<file path="config.mk">
export PLATFORM = sky130hd
export DESIGN_NAME = alu_issue_stage
export DESIGN_NICKNAME = d
export VERILOG_FILES = /design/src/rtl/alu_issue_stage.sv
export SDC_FILE = /design/constraint.sdc
export NUM_CORES = 1
export LEC_CHECK = 0
export ABC_CLOCK_PERIOD_IN_PS = 3730
export BUFFER_PORTS_ARGS = -buffer_cell sky130_fd_sc_hd__buf_2
export CAP_MARGIN = 5
export CORE_MARGIN = 2
export CORE_UTILIZATION = 30
export CTS_CLUSTER_DIAMETER = 50
export DETAILED_ROUTE_END_ITERATION = 16
export MAX_ROUTING_LAYER = met4
export SYNTH_ARGS = -nofsm -noshare
export SYNTH_HDL_FRONTEND = slang
export SYNTH_SLANG_ARGS = --single-unit
</file>
<file path="constraint.sdc">
create_clock -name clk -period 3.73 [get_ports clk]
set_input_delay 0.1865 -clock clk [delete_from_list [all_inputs] [get_ports clk]]
set_output_delay 0.1865 -clock clk [all_outputs]
set_load 0.005 [all_outputs]
</file>
<file path="src/rtl/alu_issue_stage.sv">
// ID-side issue stage for the 64-bit integer ALU: decodes RV64I ALU/load/store/LUI
// instructions into ALU requests and buffers them in a 2-entry valid/ready skid buffer.
module alu_issue_stage #(
    parameter int XLEN  = 64,
    parameter int CNT_W = 32
) (
    input  logic             clk,
    input  logic             rst_n,
    input  logic             flush,
    input  logic             in_valid,
    output logic             in_ready,
    input  logic [31:0]      instr,
    input  logic [XLEN-1:0]  rs1_data,
    input  logic [XLEN-1:0]  rs2_data,
    output logic             out_valid,
    input  logic             out_ready,
    output logic [2:0]       funct3,
    output logic [6:0]       funct7,
    output logic [XLEN-1:0]  op_a,
    output logic [XLEN-1:0]  op_b,
    output logic [4:0]       rd_addr,
    output logic             reg_write,
    output logic             illegal,
    output logic [CNT_W-1:0] issued_count
);

    typedef struct packed {
        logic [2:0]      funct3;
        logic [6:0]      funct7;
        logic [XLEN-1:0] op_a;
        logic [XLEN-1:0] op_b;
        logic [4:0]      rd;
        logic            reg_write;
        logic            illegal;
    } req_t;

    typedef enum logic [1:0] {EMPTY, ONE, FULL} state_t;

    state_t           state_reg, state_next;
    req_t             main_reg, skid_reg, dec;
    logic             in_ready_reg;
    logic [CNT_W-1:0] issued_count_reg;
    logic             in_fire, out_fire;
    logic             main_from_in, main_from_skid, skid_from_in;
    logic             legal, is_store;
    logic [2:0]       f3;
    logic [6:0]       f7;
    logic             unused_rs1_field;

    // The rs1 index field is resolved by the register file before this stage.
    assign unused_rs1_field = ^instr[19:15];

    assign f3 = instr[14:12];
    assign f7 = instr[31:25];

    always_comb begin
        dec      = '0;
        legal    = 1'b1;
        is_store = 1'b0;
        dec.rd   = instr[11:7];
        case (instr[6:0])
            7'b0110011: begin
                dec.funct3 = f3;
                dec.funct7 = f7;
                dec.op_a   = rs1_data;
                dec.op_b   = rs2_data;
                legal      = (f7 == 7'b0000000) ||
                             (f7 == 7'b0100000 && (f3 == 3'b000 || f3 == 3'b101));
            end
            7'b0010011: begin
                dec.funct3 = f3;
                dec.op_a   = rs1_data;
                dec.op_b   = {{(XLEN-12){instr[31]}}, instr[31:20]};
                if (f3 == 3'b001 || f3 == 3'b101) begin
                    dec.op_b = {{(XLEN-6){1'b0}}, instr[25:20]};
                    if (instr[31:26] == 6'b010000 && f3 == 3'b101)
                        dec.funct7 = 7'b0100000;
                    else if (instr[31:26] != 6'b000000)
                        legal = 1'b0;
                end
            end
            7'b0000011: begin
                dec.op_a = rs1_data;
                dec.op_b = {{(XLEN-12){instr[31]}}, instr[31:20]};
            end
            7'b0100011: begin
                is_store = 1'b1;
                dec.rd   = 5'd0;
                dec.op_a = rs1_data;
                dec.op_b = {{(XLEN-12){instr[31]}}, instr[31:25], instr[11:7]};
            end
            7'b0110111: begin
                dec.op_b = {{(XLEN-32){instr[31]}}, instr[31:12], 12'b0};
            end
            default: legal = 1'b0;
        endcase
        // Illegal requests carry a neutral payload so the ALU never sees a bad encoding.
        if (!legal) begin
            dec.funct3 = 3'b000;
            dec.funct7 = 7'b0000000;
            dec.op_a   = '0;
            dec.op_b   = '0;
        end
        dec.illegal   = !legal;
        dec.reg_write = legal && !is_store && (dec.rd != 5'd0);
    end

    assign in_fire  = in_valid && in_ready_reg;
    assign out_fire = out_valid && out_ready;

    always_ff @(posedge clk or negedge rst_n) begin
        if (!rst_n) begin
            state_reg    <= EMPTY;
            in_ready_reg <= 1'b1;
        end else begin
            state_reg    <= state_next;
            in_ready_reg <= (state_next != FULL);
        end
    end

    always_comb begin
        state_next     = state_reg;
        main_from_in   = 1'b0;
        main_from_skid = 1'b0;
        skid_from_in   = 1'b0;
        if (flush) begin
            state_next = EMPTY;
        end else begin
            case (state_reg)
                EMPTY: if (in_fire) begin
                    state_next   = ONE;
                    main_from_in = 1'b1;
                end
                ONE: begin
                    if (in_fire && !out_fire) begin
                        state_next   = FULL;
                        skid_from_in = 1'b1;
                    end else if (in_fire && out_fire) begin
                        main_from_in = 1'b1;
                    end else if (out_fire) begin
                        state_next = EMPTY;
                    end
                end
                FULL: if (out_fire) begin
                    state_next     = ONE;
                    main_from_skid = 1'b1;
                end
                default: state_next = EMPTY;
            endcase
        end
    end

    always_comb begin
        out_valid = (state_reg != EMPTY);
        in_ready  = in_ready_reg;
        funct3    = main_reg.funct3;
        funct7    = main_reg.funct7;
        op_a      = main_reg.op_a;
        op_b      = main_reg.op_b;
        rd_addr   = main_reg.rd;
        reg_write = main_reg.reg_write;
        illegal   = main_reg.illegal;
    end

    always_ff @(posedge clk or negedge rst_n) begin
        if (!rst_n) begin
            main_reg <= '0;
            skid_reg <= '0;
        end else begin
            if (main_from_in)
                main_reg <= dec;
            else if (main_from_skid)
                main_reg <= skid_reg;
            if (skid_from_in)
                skid_reg <= dec;
        end
    end

    // A handshake in a flush cycle has already left the stage, so it still counts.
    always_ff @(posedge clk or negedge rst_n) begin
        if (!rst_n)
            issued_count_reg <= '0;
        else if (out_fire)
            issued_count_reg <= issued_count_reg + 1'b1;
    end

    assign issued_count = issued_count_reg;

endmodule
</file>
==> run_results.csv <==
group,metric,value,unit
logic_synthesis,synth_edf_count,0,
routing,drt_pass1_iterations,5,
timing,finalHoldViolCount,0,
logic_synthesis,synth_area,14800,sq um
timing,rsz0062_at_grt,"no",
timing,fin_skew,0.0256,ns
layout,syn_to_final_growth,34.5,%
layout,largest_register_ffs,145,
logic_synthesis,postSynthCellCount,1299,
setup_path,cp.arrival,3.37,ns
routing,num_vias,12100,
worst_hold_path,min_path_cells,3,
timing,clock.fmax,0.343,GHz
power_and_ir_drop,power_density,458,nW/um^2
power_and_ir_drop,power,9.13,mW
floorplanning,core,48800,sq um
global_routing,antenna_found_initial,0,
clock_network,clk_pin_slew,0.06,ns
setup_path,required,4.18,ns
place,port_buffers,343,
routing,wl,44400,um
setup_path,timing.rr.end,"op_b[6]",
layout,antennaDiodeCount,0,
logic_synthesis,synth_flop_cell,"dfrtp_1",
place,place_ws,1.30,ns
setup_path,startpoint_type,"flop",
clock_network,cts_resized,0,
setup_path,setup.worst_path.end_class,"flop",
power_and_ir_drop,peakVddDrop,290,uV
logic_synthesis,synth_nets,1465,
clock_network,cts_buffers,45,
place,dp.cells,2219,
setup_path,r2r_start,"state_reg[0]",
timing,worstMarginPinSlew,1.11,ns
floorplanning,die_w,226,um
run,maxCapViolations,0,
layout,drive_gt1_share,30.3,%
timing,setup_viol,0,
timing,finalSetupTns,0,ns
power_and_ir_drop,leakagePower,10.0,nW
routing,drc_errors,0,
global_routing,grt.total_usage,17.6,%
global_routing,grt_pass1_vias,12500,
place,gp_congestion,0.812,
setup_path,crit_end,"op_b[6]",
layout,finalNetCount,1894,
setup_path,crit_path_start,"state_reg[0]",
floorplanning,die_h,226,um
logic_synthesis,ys_warn_count,0,
routing,vias_per_cell,5.01,
logic_synthesis,yosysSeqAreaShare,54.9,%
setup_path,critPathMaxFanout,89,
layout,finalNonFillerCells,2422,
clock_network,cts.sinks,325,
worst_hold_path,hold_path.class,"in2reg",
setup_path,r2r_cells,6,
routing,ant_nets,0,
timing,relSlewSlack,25.9,%
clock_network,cts_setup_buffers,0,
layout,stdcell_area,19900,sq um
setup_path,slowest_delay,0.78,ns
clock_network,clockRootBuffer,"clkbuf_16",
timing,fin_crit,2.91,ns
setup_path,crit_chain,"nor2b_1 > or4_4 > buf_4 > and3_1 > a31oi_1 > dlygate4sd3_1",
floorplanning,start_util,30.3,%
setup_path,worst_path_max_delay_cell,"buf_4",
global_routing,grt_pass1_wl,69100,um
logic_synthesis,async_flop_share,100,%
floorplanning,rows,81,
setup_path,reg2reg_setup_slack,0.82,ns
timing,slew_violations,0,
clock_network,cts_tree,"done",
clock_network,clk_latency,0.57,ns
global_routing,grt_max_degree,106,
routing,wl_per_cell,18.3,um
clock_network,h-tree-depth,2,
floorplanning,die_area,51200,sq um
logic_synthesis,syn_area_per_cell,11.4,sq um
global_routing,grt_overflow,0,
place,dp_hpwl,28200,um
setup_path,critical_path_class,"reg2reg",
timing,setup_ws,0.818,ns
clock_network,cts_buffer_depth,3,
routing,drt_iter0_drc,769,
place,placed_area,17200,sq um
timing,fin_crit_sh,78.1,%
logic_synthesis,synth_cell_types,60,
status,status,"finished, final reports clean",
worst_hold_path,hold_start,"rs2_data[60]",
logic_synthesis,synth_seq_cells,325,
floorplanning,ios,344,
[worst min path at each step]
stage,to,slack (ns)
after floorplan,funct3[0],-0.11
after global routing,skid_reg[42],0.06
after detailed placement,op_a[48],0.33
after global placement,skid_reg[119],0.32
final,op_b[60],0.04
after CTS,op_b[60],0.002
[stage by stage]
step | hold WS, ns | utilization (%)
finish | 0.0420 | 40.8
global route | 0.0564 | 40.8
CTS | 0.00242 | 40.8
detailed placement | 0.325 | 35.1
global placement | 0.317 | 35.1
floorplan | -0.109 | -
[metal layers]
layer  GRT usage (%)  wire length (um)
met5               -                 0
met4            6.28              1230
met3            3.90              2870
met2            27.8             20800
met1            22.1             19400
[layout make-up]
type / instances / area [sq um]
Clock buffer: 61 / 1290
Clock inverter: 16 / 211
Fill cell: 4717 / 28900
Inverter: 9 / 33.8
Multi-Input combinational cell: 859 / 6170
Sequential cell: 325 / 8130
Tap cell: 664 / 831
Timing Repair Buffer: 488 / 3260
[what timing repair did]
action | CTS | global route
hold buffers | 126 | 0
hold endpoints to repair | 310 | 0
setup endpoints to repair | 0 | 0
[critical path, delay by kind of cell (launching register included)]
kind / cells / cell delay, ns
simple gates: 3 / 0.97
flops: 1 / 0.41
compound gates: 1 / 0.04
buf+inv: 2 / 1.36
[report_power, final]
group          switching [mW]  internal, mW
Sequential              0.136          3.73
Combinational           0.530         0.451
Clock                    1.59          2.69
Total                    2.25          6.87
[cell usage after synthesis (4+ instances only)]
| master | n | area, sq um |
|---|---|---|
| a221oi_1 | 19 | 166 |
| clkbuf_1 | 58 | 218 |
| nand2_1 | 170 | 638 |
| a21oi_1 | 69 | 345 |
| nor2_1 | 52 | 195 |
| buf_2 | 21 | 105 |
| buf_6 | 14 | 158 |
| a22o_1 | 64 | 561 |
| o21a_1 | 4 | 30.0 |
| buf_1 | 13 | 48.8 |
| a31oi_1 | 15 | 93.8 |
| and2_1 | 10 | 62.6 |
| mux2i_1 | 98 | 981 |
| o22ai_1 | 11 | 68.8 |
| xor2_1 | 13 | 114 |
| nor3_1 | 7 | 35.0 |
| o2bb2ai_1 | 64 | 561 |
| and3_1 | 7 | 43.8 |
| nand4_1 | 5 | 31.3 |
| dfrtp_1 | 324 | 8110 |
| xnor2_1 | 19 | 166 |
| o21ai_0 | 14 | 70.1 |
| a211oi_2 | 19 | 238 |
| inv_1 | 9 | 33.8 |
| o31ai_1 | 69 | 518 |
| mux2_2 | 57 | 642 |
| nand3_1 | 28 | 140 |
[cell families (layout without fill, tap and decap cells)]
group                      count (synthesis)  after routing  synth area share, %
xor gates and xnor gates                  32             32                 1.89
DFF                                      325            325                 54.9
muxes                                    155            155                 11.0
AOI/OAI and AO/OA                        362            362                 18.8
adders and majority gates                  1              1               0.0845
buffers and inverters                    115            574                 3.80
and+or+nand+nor                          309            309                 9.50
[cells in the final DEF, fill, tap and decap left out, types with 28 or more instances in the layout]
cell type / count
buf_2: 342
dfrtp_1: 324
nand2_1: 169
dlygate4sd3_1: 126
mux2i_1: 98
a21oi_1: 69
o31ai_1: 69
o2bb2ai_1: 64
a22o_1: 64
mux2_2: 57
nor2_1: 49
clkbuf_16: 45
nand3_1: 28
(Power assumes the default switching activity.)
